File: config.mk
export PLATFORM = sky130hd
export DESIGN_NAME = skid_buffer
export DESIGN_NICKNAME = d
export VERILOG_FILES = /design/src/rtl/skid_buffer.sv
export SDC_FILE = /design/constraint.sdc
export NUM_CORES = 1
export LEC_CHECK = 0
export CAP_MARGIN = 20
export CORE_MARGIN = 4
export CORE_UTILIZATION = 25
export DETAILED_ROUTE_END_ITERATION = 7
export RECOVER_POWER = 50
export SLEW_MARGIN = 10
export SYNTH_ARGS = -nofsm -noshare
export SYNTH_HDL_FRONTEND = slang
export SYNTH_SLANG_ARGS = --single-unit
export TNS_END_PERCENT = 50
File: constraint.sdc
create_clock -name clk -period 2.4 [get_ports clk]
set_clock_uncertainty 0.1 [all_clocks]
set_input_delay 0.48 -clock clk [delete_from_list [all_inputs] [get_ports clk]]
set_output_delay 0.48 -clock clk [all_outputs]
set_load 0.01 [all_outputs]
File: src/rtl/skid_buffer.sv
// Two-entry elastic stage between the instruction FIFO and decode; SKID_STALL_CTR_EN adds stall_ctr.
// Latency: 1 cycle from in_fire to out_data when EMPTY, or when BUSY with a same-cycle out_fire.
// Backpressure: in_ready depends on registered state only (low when FULL), so decode's ready never reaches the FIFO combinationally.
module skid_buffer #(
  parameter int WIDTH = 32
`ifdef SKID_STALL_CTR_EN
  , parameter int STALL_CTR_WIDTH = 16
`endif
) (
  input  logic             clk,
  input  logic             rst,
  input  logic             flush,
  input  logic             in_valid,
  output logic             in_ready,
  input  logic [WIDTH-1:0] in_data,
  output logic             out_valid,
  input  logic             out_ready,
  output logic [WIDTH-1:0] out_data,
  output logic [1:0]       count
`ifdef SKID_STALL_CTR_EN
  , output logic [STALL_CTR_WIDTH-1:0] stall_ctr
`endif
);

  typedef enum logic [1:0] {
    EMPTY = 2'd0,
    BUSY  = 2'd1,
    FULL  = 2'd2
  } state_t;

  state_t           state, state_nxt;
  logic [WIDTH-1:0] main_q, skid_q;
  logic             in_fire, out_fire;
  logic             main_ld_in, main_ld_skid, skid_ld;

  assign in_fire  = in_valid & in_ready;
  assign out_fire = out_valid & out_ready;
  assign out_data = main_q;

  always_ff @(posedge clk) begin
    if (rst) begin
      state  <= EMPTY;
      main_q <= '0;
      skid_q <= '0;
    end else begin
      state <= state_nxt;
      if (main_ld_in)
        main_q <= in_data;
      else if (main_ld_skid)
        main_q <= skid_q;
      if (skid_ld)
        skid_q <= in_data;
    end
  end

  always_comb begin
    state_nxt    = state;
    main_ld_in   = 1'b0;
    main_ld_skid = 1'b0;
    skid_ld      = 1'b0;
    in_ready     = 1'b1;
    out_valid    = 1'b0;
    count        = 2'd0;
    case (state)
      EMPTY: begin
        if (in_fire) begin
          state_nxt  = BUSY;
          main_ld_in = 1'b1;
        end
      end
      BUSY: begin
        out_valid = 1'b1;
        count     = 2'd1;
        if (in_fire && !out_fire) begin
          state_nxt = FULL;
          skid_ld   = 1'b1;
        end else if (!in_fire && out_fire) begin
          state_nxt = EMPTY;
        end else if (in_fire && out_fire) begin
          main_ld_in = 1'b1;
        end
      end
      FULL: begin
        in_ready  = 1'b0;
        out_valid = 1'b1;
        count     = 2'd2;
        if (out_fire) begin
          state_nxt    = BUSY;
          main_ld_skid = 1'b1;
        end
      end
      default: state_nxt = EMPTY;
    endcase
    // Flush discards everything, including a payload accepted this same cycle.
    if (flush) begin
      state_nxt    = EMPTY;
      main_ld_in   = 1'b0;
      main_ld_skid = 1'b0;
      skid_ld      = 1'b0;
    end
  end

`ifdef SKID_STALL_CTR_EN
  // Saturating count of cycles where decode holds off a valid entry; survives flush.
  always_ff @(posedge clk) begin
    if (rst)
      stall_ctr <= '0;
    else if (out_valid && !out_ready && (stall_ctr != {STALL_CTR_WIDTH{1'b1}}))
      stall_ctr <= stall_ctr + 1'b1;
  end
`else
  // No stall instrumentation in this build.
`endif

endmodule

==> results of run 1 <==
[worst paths after layout]
| check | start | end | slack, ns |
|---|---|---|---|
| setup reg to reg | state[1] | skid_q[29] | 0.21 |
| setup / recovery | state[0] | in_ready | 0.19 |
| hold reg to reg | skid_q[24] | skid_q[24] | 0.35 |
| hold / removal | skid_q[24] | skid_q[24] | 0.35 |
[worst register-to-register path, delay by kind of cell, from the launching register on]
kind,cells,cell delay [ns]
buffers and inverters,4,0.62
AND/OR/NAND/NOR,3,0.61
flip-flops,1,0.35
adder cells (fa/ha/maj),1,0.30
AO/OA/AOI/OAI,1,0.07
[cells by family (layout without fill, tap and decap cells)]
group           count (synthesis)  in the layout
flops                          66             66
buf+inv                        38            102
compound gates                 99             99
simple gates                  108            108
fa+ha+maj                       7              7
mux                            33             33
[sequential cells by signal, summed over array words and instances (netlist names)]
signal and flops:
out_data 32, skid_q 32, state 2
[layout by cell type, fill, tap and decap left out, types with 2 or more instances in the layout]
master and n:
clkdlybuf4s50_1 36, clkbuf_1 2, buf_2 2, nand2_1 65, clkbuf_16 9, a21oi_1 32
dlygate4sd3_1 34, buf_4 4, a211oi_1 64, mux2i_1 33, nor2b_1 32, ha_1 7
dfxtp_1 65, buf_12 5, inv_1 6, nor2_1 4
[stage by stage]
stage,std cells,hold WS [ns],utilization [%],power (mW)
after detailed placement,571,0.346,33.3,1.67
after CTS,583,0.353,35.3,2.85
after global routing,583,0.370,35.3,2.91
after floorplan,351,0.336,-,1.43
after global placement,571,0.340,33.3,1.65
final,583,0.352,35.3,2.76
[cell usage after synthesis]
library cell	count
a21oi_1	32
nand3b_1	1
mux2i_1	33
inv_2	1
or3_1	2
nor3_2	1
buf_6	1
buf_1	1
buf_2	7
buf_12	3
a211oi_1	64
inv_1	6
a222oi_1	1
ha_1	7
nand2b_1	1
dfxtp_1	66
clkbuf_1	19
a32oi_2	1
nand2_1	65
nor4_1	1
nor2_1	4
nor2b_1	32
o21a_1	1
nor3_1	1
[final cells by class]
class | count | share of cell area (%)
Multi-Input combinational cell | 247 | 37.8
Sequential cell | 66 | 30.9
Timing Repair Buffer | 83 | 19.9
Clock buffer | 11 | 5.68
Tap cell | 168 | 4.92
Inverter | 7 | 0.614
Clock inverter | 1 | 0.117
[power by group]
group	leakage [nW]	internal [mW]	total (mW)	switching, mW
clock network	0.123	0.701	1.14	0.443
logic	1.05	0.221	0.420	0.199
registers	0.540	1.16	1.20	0.0422
[layer usage]
layer / vias up / part of all wire, %
li1: 1361 / -
met1: 1284 / 46
met2: 57 / 48
met3: 8 / 4.9
met4: 0 / 1.1
met5: - / 0
==> impl_metrics.csv, run 1 <==
group,metric,value,unit
logic_synthesis,yosys.area.top_type_share,42.2,%
sta,setup_tns,0,ns
routing,drt-total-wl,8040,um
logic_synthesis,muxShareOfSynthArea,10.6,%
placed_design,place_ws,0.0522,ns
setup_path,critPathMaxStageDelay,0.53,ns
logic_synthesis,syn_nets,395,
setup_path,worstPathMaxFanout,5,
cells_and_area,multi_input_area,0.00162,mm^2
flow_run,cap_violations,0,
setup_path,cp.required,1.82,ns
logic_synthesis,yosysUniqueCellTypes,24,
sta,tightest_slew,0.514,ns
sta,post-route-period-util,92.0,%
cells_and_area,final_layout_size_suffix_gt1_share,6.75,%
setup_path,start_kind,"flop",
logic_synthesis,ys_top_cells_by_area,"dfxtp_1, a211oi_1, mux2i_1, nand2_1, nor2b_1",
clock_tree,cts_setup_buffers,0,
setup_path,path_class,"flop to output pin",
logic_synthesis,synthCells,351,
global_route,antenna_found_initial,0,
routing,vias,2710,
floorplan,dieHeight,120,um
logic_synthesis,ys_ff_latch,66,
setup_path,end_kind,"output pin",
setup_path,crit_slowest_cell,"clkdlybuf4s50_1",
global_route,grt.busiest_layer,"met2",
outcome,status,"complete, no violations",
clock_tree,cts_resized,0,
clock_tree,clock_sinks,66,
placed_design,port_buffers,72,
global_route,grt_start_max_net_pins,43,
floorplan,dieArea,0.0144,mm^2
logic_synthesis,seq_area_frac_synth,42.2,%
floorplan,start_util,25.8,%
routing,drc,0,
floorplan,core_area,0.0121,mm^2
logic_synthesis,netlist_area,0.00313,mm^2
global_route,use_met3,4.90,%
cells_and_area,nNetsFinal,458,
sta,finalSetupViolations,0,
global_route,use_met2,19.5,%
cells_and_area,antenna_cells,0,
global_route,grtUsageMet1,14.2,%
sta,fin_ws,0.191,ns
clock_tree,cts_hold_buf,0,
placed_design,placed_area,0.00403,mm^2
sta,rsz0062_at_grt,"no",
floorplan,design.portCount,73,
setup_path,cp.arrival,1.63,ns
setup_path,cp.buffers_inverters,3,
hold_path,timing.hold.worst.class,"flop to flop",
clock_tree,numCtsBuffers,9,
clock_tree,clock_latency,0.33,ns
sta,period_minus_slack,2.21,ns
routing,wire_per_inst,13.8,um
logic_synthesis,synth_top_family_by_area,"compound AO/OA/AOI/OAI gates",
global_route,grt_overflow,0,
hold_path,hold_depth,2,
cells_and_area,area_delta_synth_final,36.7,%
logic_synthesis,synthXorXnorAreaFrac,0,%
clock_tree,cts_tree,"done",
routing,detail_route.iter0.violations,143,
logic_synthesis,ys_warn_count,0,
global_route,gr-usage-all-layers,11.8,%
sta,slew_headroom,65.7,%
cells_and_area,final_area,0.00428,mm^2
clock_tree,cts_max_path_buffers,2,
logic_synthesis,yosys.area.top_type,"dfxtp_1",
logic_synthesis,synth_compound_area_share,21.6,%
setup_path,crit_family,"buffers and inverters",
sta,drv_slew,0,
logic_synthesis,synth_fa_ha_area_share,2.80,%
placed_design,hpwl,5120,um
routing,ant_nets,0,
floorplan,rows,40,
logic_synthesis,synthSimpleGateAreaFrac,16.2,%
sta,finalHoldViolCount,0,
setup_path,path_cells,"inv_1 -> ha_1 -> inv_2 -> clkdlybuf4s50_1",
power_and_ir_drop,power_density,646,mW/mm^2
cells_and_area,fillCellCount,1278,
global_route,grt_pass1_wl,13600,um
logic_synthesis,postSynthAreaPerCell,8.91,um^2
cells_and_area,regArea,0.00132,mm^2
clock_tree,clk_pin_slew,0.05,ns
setup_path,worstSetupPathDepth,4,
sta,max_freq,0.453,GHz
setup_path,worstRegToRegCells,9,
placed_design,gp_congestion,0.751,
clock_tree,htreeDepth,3,
clock_tree,clockRootBuffer,"clkbuf_16",
power_and_ir_drop,leakagePower,1.72,nW
global_route,grt_pass1_vias,2692,
floorplan,die_w,120,um
routing,drt_pre_antenna_iters,4,
routing,via_per_inst,4.65,
power_and_ir_drop,ir_worst_vdd,469,uV
Power figures use the tool's default switching activity.
==> run 2, diff against run 1 <==
--- a/config.mk
+++ b/config.mk
@@ -9,6 +9,8 @@
 export CORE_MARGIN = 4
 export CORE_UTILIZATION = 25
 export DETAILED_ROUTE_END_ITERATION = 7
+export MAX_ROUTING_LAYER = met4
+export PLACE_DENSITY = 0.46
 export RECOVER_POWER = 50
 export SLEW_MARGIN = 10
 export SYNTH_ARGS = -nofsm -noshare
==> impl_metrics.csv, run 2 (same netlist as run 1, synthesis figures left out) <==
group,metric,value,unit
placed_design,port_buffers,72,
setup_path,worstRegToRegCells,10,
clock_tree,cts_max_path_buffers,2,
sta,finalSetupViolations,0,
power_and_ir_drop,power.internal,2.16,mW
placed_design,dp_cells,574,
routing,ant_nets,0,
cells_and_area,fin_util,35.9,%
setup_path,worstPathMaxFanout,4,
routing,vias,2715,
sta,slew_headroom,56.2,%
routing,drt-total-wl,8230,um
outcome,status,"complete, no violations",
floorplan,rows,40,
floorplan,dieArea,0.0144,mm^2
global_route,gr-usage-all-layers,12.5,%
setup_path,path_class,"flop to output pin",
power_and_ir_drop,pwr-share-comb,14.7,%
power_and_ir_drop,clock_power_share,43.7,%
hold_path,min_delay_worst_endpoint,"skid_q[4]",
clock_tree,htreeDepth,3,
sta,tightest_slew,0.658,ns
clock_tree,cts_setup_buffers,0,
routing,wire_per_inst,13.9,um
power_and_ir_drop,power_frac_seq,41.6,%
clock_tree,cts_tree,"done",
clock_tree,clk_pin_slew,0.05,ns
clock_tree,clockRootBuffer,"clkbuf_16",
power_and_ir_drop,ir_worst_vdd,293,uV
sta,finalHoldViolCount,0,
sta,post-route-period-util,93.1,%
cells_and_area,final_cell_mix,"dfxtp_1, nand2_1, a211oi_1",
floorplan,design.portCount,73,
power_and_ir_drop,finalPower,2.88,mW
hold_path,hp-start,"skid_q[4]",
setup_path,worstReg2RegStart,"state[1]",
setup_path,reg2reg_slack,0.20,ns
flow_run,cap_violations,0,
routing,drt_pre_antenna_iters,4,
clock_tree,cts_hold_buf,0,
floorplan,dieHeight,120,um
cells_and_area,final_area,0.00435,mm^2
power_and_ir_drop,p_sw,722,uW
floorplan,core_area,0.0121,mm^2
sta,max_freq,0.448,GHz
setup_path,start_kind,"flop",
global_route,antenna_found_initial,0,
floorplan,start_util,25.8,%
clock_tree,numCtsBuffers,9,
routing,drc,0,
cells_and_area,final_layout_size_suffix_gt1_share,8.51,%
cells_and_area,antenna_cells,0,
cells_and_area,fillCellCount,1261,
placed_design,placed_area,0.00405,mm^2
power_and_ir_drop,switching_share,25.1,%
setup_path,r2r_end,"state[0]",
power_and_ir_drop,leakagePower,1.75,nW
placed_design,gp_congestion,0.725,
sta,period_minus_slack,2.23,ns
clock_tree,cts_resized,0,
routing,via_per_inst,4.59,
global_route,grt_pass1_wl,13900,um
clock_tree,clock_sinks,66,
hold_path,timing.hold.worst.class,"flop to flop",
placed_design,hpwl,5370,um
floorplan,die_w,120,um
global_route,grt_start_max_net_pins,65,
power_and_ir_drop,power_density,663,mW/mm^2
clock_tree,clock_latency,0.32,ns
sta,drv_slew,0,
sta,setup_tns,0,ns
sta,rsz0062_at_grt,"no",
global_route,grt_overflow,0,
setup_path,end_kind,"output pin",
cells_and_area,area_delta_synth_final,39.0,%
routing,detail_route.iter0.violations,121,
cells_and_area,fin_cells,591,
cells_and_area,final_common_cell,"dfxtp_1",
global_route,grt_pass1_vias,2649,
setup_path,cp.arrival,1.65,ns
setup_path,cp.required,1.82,ns
cells_and_area,nNetsFinal,462,
hold_path,hold_depth,2,
## run 2: cell count changes in the layout (fill, tap and decap cells not counted), sizes merged
cell / previous run / this run
buf: 11 / 16
clkinvlp: 0 / 2
clkinv: 1 / 2
## run 2: area by class of cell
type | count | area, um^2 | area share (%)
repair buffers | 87 | 880 | 20.2
inverters | 7 | 26.3 | 0.604
clock buffers | 12 | 267 | 6.13
clock inverters | 4 | 25.0 | 0.576
well taps | 168 | 210 | 4.84
flip-flops and latches | 66 | 1320 | 30.4
multi-input cells | 247 | 1620 | 37.2
## run 2: metrics by stage
step                      setup WS (ns)  hold WS, ns
final                             0.166        0.352
after global routing             0.0348        0.358
after CTS                         0.129        0.343
after detailed placement        0.00838        0.347
after global placement          0.00150        0.342
after floorplan                   0.220        0.336
## run 2: power groups by stage
stage                     sequential [mW]  combinational, mW  clock [mW]
after CTS                            1.20              0.447        1.31
final                                1.20              0.422        1.26
after global routing                 1.21              0.468        1.35
after global placement               1.22              0.440           0
after detailed placement             1.22              0.445           0
after floorplan                      1.24              0.190           0
## run 2: how the worst max path moves through the flow
stage              from         to  slack, ns
6_report       state[1]  out_valid       0.17
5_1_grt        state[1]   state[0]       0.03
2_1_floorplan  state[0]   state[0]       0.22
3_3_place_gp   in_valid   state[0]      0.002
3_5_place_dp   in_valid   state[0]      0.008
4_1_cts        state[1]  out_valid       0.13
## run 2: critical path, stage by stage, from the launching register on
cell	delay (ns)
dfxtp_1	0.38
inv_1	0.11
ha_1	0.30
clkdlybuf4s50_1	0.54
## run 2: routing by layer
layer	wire [um]	GRT usage, %	vias up
met5	0	-	-
met2	3840	19.4	55
met1	3980	15.9	1272
met3	298	3.58	9
met4	103	3.65	0
li1	-	-	1379
==> variant 1 (flow settings as in run 1) <==
Set the parameter `WIDTH` to 28 (it was 32).
--- a/src/rtl/skid_buffer.sv
+++ b/src/rtl/skid_buffer.sv
@@ -4,3 +4,3 @@
 module skid_buffer #(
-  parameter int WIDTH = 32
+  parameter int WIDTH = 28
 `ifdef SKID_STALL_CTR_EN
Interface: changed (resized in_data and out_data); port bits go from 73 to 65. The function was not compared with the original's and may differ.
==> variant 1 against run 1 <==
Count of clock-buffer cells in the layout is the same. Sequential cell count decreased by 8. Design area is 1.9% higher. Routed wire length is 8.0% higher. Sequential power down 14%. Setup slack worse by 0.12 ns. Power rose by 4.3%. Area after synthesis increased by 0.60%. Critical path type unchanged. Largest power group is now the clock network. Highest routed layer unchanged.
==> variant 1: results (changes against run 1) <==
| Metric | Value |
|---|---|
| Share of layout cells above drive strength 1 | 0.142 (+0.0744) |
| Nets | 451 (-1.5%) |
| Gp weighted congestion | 0.761 (+1.2%) |
| Largest net degree at the start of global routing | 34 (-21%) |
| Clock slew at reported path FFs | 0.05 ns (about the same) |
| Dpl cells | 568 (-0.53%) |
| CP delay by family, top | buffers and inverters |
| Post-CTS setup buffers | 0 (unchanged) |
| Worst r2r dst | skid_q[1] |
| Min-delay src | skid_q[14] |
| Starting DRT DRC Count | 213 (+49%) |
| Top cells by count, synth | nand2_1, dfxtp_1, inv_1, mux2i_1, nand4_1 |
| Clock buffer depth | 2 (unchanged) |
| Worst VDD drop | 356 µV (-24%) |
| Critical path peak fanout | 7 (+2) |
| Worst EP arrival | 1.75 ns (+0.12 ns) |
| R2R setup slack | 0.13 ns (-0.08 ns) |
| Crit-path slowest cell | clkdlybuf4s50_1 |
| GRT Overall Usage | 0.124 (+0.00565) |
| Resized cells post-CTS | 0 (unchanged) |
| Place WS | -0.0256 ns (-0.0777 ns) |
| First-pass GRT wire length | 14300 µm (+5.2%) |
| Layout Cells excl Fill | 584 (+0.17%) |
| Hold EP | skid_q[14] |
| Worst min path class | reg2reg |
| Worst Hold Slack | 0.352 ns (-0.000949 ns) |
| Pre-Repair DR Iteration Count | 4 (unchanged) |
| Post-DR wirelength/cell | 14.9 µm (+7.8%) |
| Library cells used by synthesis | 35 (+46%) |
| Synthesized Nets | 390 (-1.3%) |
| Clk Latency, worst-skew pair | 0.33 ns (about the same) |
| Number of fillers in the final layout | 1252 (-2.0%) |
| Syn avg cell area | 8.99 µm² (+0.89%) |
| CTS Root Cell | clkbuf_16 |
| Leakage | 1.57 nW (-8.7%) |
| Worst Hold Depth | 2 (unchanged) |
| # diodes | 0 (unchanged) |
| Max-slew headroom | 0.679 (+0.0217) |
| Seq/Total Area, Yosys | 0.369 (-0.0534) |
| Share of flip-flops with an asynchronous set or reset | 0 (unchanged) |
| Reg2Reg Depth | 7 (-2) |
| Vias in the first global route | 2842 (+5.6%) |
| Area contributors post-synth | dfxtp_1, nand2_1, mux2i_1 |
| Port buffer count | 64 (-11%) |
| Slowest stage delay, CP | 0.53 ns (about the same) |
| Ys Warns | 0 (unchanged) |
| Final Cycle Share | 0.972 (+0.0514) |
| Clock buffer count from CTS | 9 (unchanged) |
| Hpwl dp | 5870 µm (+15%) |
| Vias per inst | 4.65 (+0.12%) |
| Area post-placement | 4020 µm² (-0.25%) |
| Outcome | completed |
| Crit path from | state[0] |
==> variant 1: layer usage <==
layer  global-route usage  wire length, µm
met5                    0                0
met4               0.0437               70
met3               0.0346              467
met2                0.207             4210
met1                0.152             3940
==> variant 1: worst reg2reg max path, stage by stage, from the launching register on <==
cell and delay [ns]:
dfxtp_1 0.39, inv_1 0.11, ha_1 0.34, buf_4 0.24, a21boi_1 0.22, nor4b_4 0.28
buf_12 0.27, mux2i_1 0.24
==> variant 1: final cells by class <==
| type | count | area (µm²) | share of cell area |
|---|---|---|---|
| Clock buffer | 11 | 233 | 0.0534 |
| Timing Repair Buffer | 85 | 873 | 0.200 |
| Clock inverter | 5 | 103 | 0.0235 |
| Tap cell | 168 | 210 | 0.0482 |
| Sequential cell | 58 | 1160 | 0.266 |
| Inverter | 35 | 131 | 0.0301 |
| Multi-Input combinational cell | 222 | 1650 | 0.378 |
==> variant 1: cells by family after synthesis <==
group	after synthesis	synth area share
AOI/OAI and AO/OA	37	0.123
adders and majority gates	7	0.0278
buffers and inverters	70	0.109
DFF	58	0.369
muxes	29	0.0922
and+or+nand+nor	149	0.279
==> variant 1: power by group <==
| part | switching (mW) | internal, mW | total [mW] | leakage [nW] |
|---|---|---|---|---|
| combinational | 0.205 | 0.199 | 0.404 | 0.934 |
| clock | 0.439 | 1.01 | 1.45 | 0.160 |
| sequential | 0.0213 | 1.00 | 1.03 | 0.471 |
| total | 0.665 | 2.22 | 2.88 | 1.57 |
==> variant 2 (config.mk and constraints of run 1) <==
Without the edit above. The 3 states of `state_t` get a one-hot encoding in 3 bits.
--- a/src/rtl/skid_buffer.sv
+++ b/src/rtl/skid_buffer.sv
@@ -24,6 +24,6 @@
 
-  typedef enum logic [1:0] {
-    EMPTY = 2'd0,
-    BUSY  = 2'd1,
-    FULL  = 2'd2
+  typedef enum logic [2:0] {
+    EMPTY = 3'b001,
+    BUSY  = 3'b010,
+    FULL  = 3'b100
   } state_t;
Formal check against the unedited RTL: same outputs for any inputs over 10 cycles, from zero or initial values and one cycle with rst high; not proved beyond that.
==> variant 2 against run 1 <==
Design area decreased by 8.9%. Setup slack better by 0.0044 ns. Critical endpoint is now count[0]. Area after synthesis decreased by 13%. Register-to-register slack improved by 0.05 ns. Power down 7.2%. Sequential cell count rose by 1. Routed wire length decreased by 4.0%. Sequential share of layout area rose by 3.6 points. Fmax increased by 0.20%. Largest cell class is now registers.
==> variant 2: results (changes against run 1) <==
| Metric | Value |
|---|---|
| Outcome | completed |
| Met2 Wirelength | 3630 µm (-5.4%) |
| Syn avg cell area | 8.39 µm² (-5.9%) |
| Clkbuf count | 10 (-1) |
| Register area | 1350 µm² (+1.8%) |
| WL met1 | 3440 µm (-7.5%) |
| Worst VDD drop | 269 µV (-43%) |
| Multi-input combinational area share | 0.315 (-0.0630) |
| Final Cycle Share | 0.918 (-0.00184) |
| Worst Hold Slack | 0.354 ns (+0.00113 ns) |
| Met3 Use GR | 0.0410 (-0.00804) |
| Crit path from | state[1] |
| Nets | 430 (-6.1%) |
| Net Sw Frac | 0.222 (-0.0254) |
| Number of fillers in the final layout | 1098 (-14%) |
| Clock power frac | 0.449 (+0.035) |
| Reg2Reg Depth | 10 (+1) |
| Reg-to-Reg Start | state[0] |
| Leakage | 1.38 nW (-19%) |
| Hold EP | skid_q[5] |
| Library cells used by synthesis | 27 (+13%) |
| Worst r2r dst | out_data[9] |
| Max-slew headroom | 0.786 (+0.129) |
| Share of layout cells above drive strength 1 | 0.0960 (+0.0285) |
| Place WS | -0.0376 ns (-0.0897 ns) |
| Clock slew at reported path FFs | 0.07 ns (+0.02 ns) |
| CTS Root Cell | clkbuf_8 |
| Hpwl dp | 5040 µm (-1.6%) |
| Total power draw | 2.56 mW (-7.2%) |
| Pwr dens | 658 nW/µm² (+1.8%) |
| GRT Overall Usage | 0.126 (+0.00747) |
| Dpl cells | 516 (-9.6%) |
| Yosys reg bits | 67 (+1.5%) |
| Area contributors post-synth | dfxtp_1, a21oi_1, a32oi_1 |
| Buffering overhead | 0.231 (+0.0316) |
| First-pass GRT wire length | 12900 µm (-4.7%) |
| Post-DR wirelength/cell | 14.5 µm (+5.3%) |
| Post-layout util | 0.373 (+0.0194) |
| Inverter count | 1 (-6) |
| Top cells by count, synth | dfxtp_1, a21oi_1, nand2_1, nand3_1, a32oi_1 |
| DR vias | 2608 (-3.8%) |
| Min-delay src | skid_q[5] |
| Multi-input gate count | 225 (-8.9%) |
| Synthesized Nets | 364 (-7.8%) |
| Area post-placement | 3650 µm² (-9.5%) |
| Gp weighted congestion | 0.788 (+4.9%) |
| R2R setup slack | 0.26 ns (+0.05 ns) |
variant 2: cell count changes in the layout (fill, tap and decap cells not counted), moves of 31 or more:
cell             run 1  this run
nand3_1              0        33
mux2i_1             33         0
a21oi_1             32        66
nor2b_1             32         1
a211oi_1            64         0
a32oi_1              0        32
variant 2: kinds of logic (layout without fill, tap and decap cells):
family                     Yosys count  count (layout)  synth area share
and+or+nand+nor                    120             120             0.199
DFF                                 67              67             0.492
adders and majority gates            2               2           0.00918
AOI/OAI and AO/OA                  103             103             0.237
buffers and inverters               33             104            0.0629
variant 2: worst reg2reg max path: stages, from the launching register on:
cell and delay [ns]:
dfxtp_2 0.39, nor2_1 0.05, nand2_1 0.11, o21ai_1 0.10
and2_1 0.18, ha_1 0.18, and3b_1 0.17, or2_1 0.24
buf_12 0.19, a32oi_1 0.23, a21oi_1 0.08
variant 2: timing repair:
action / CTS / global route
resized for setup: 5 / 0
endpoints found under the hold margin: 0 / 0
setup endpoints to repair: 1 / 0
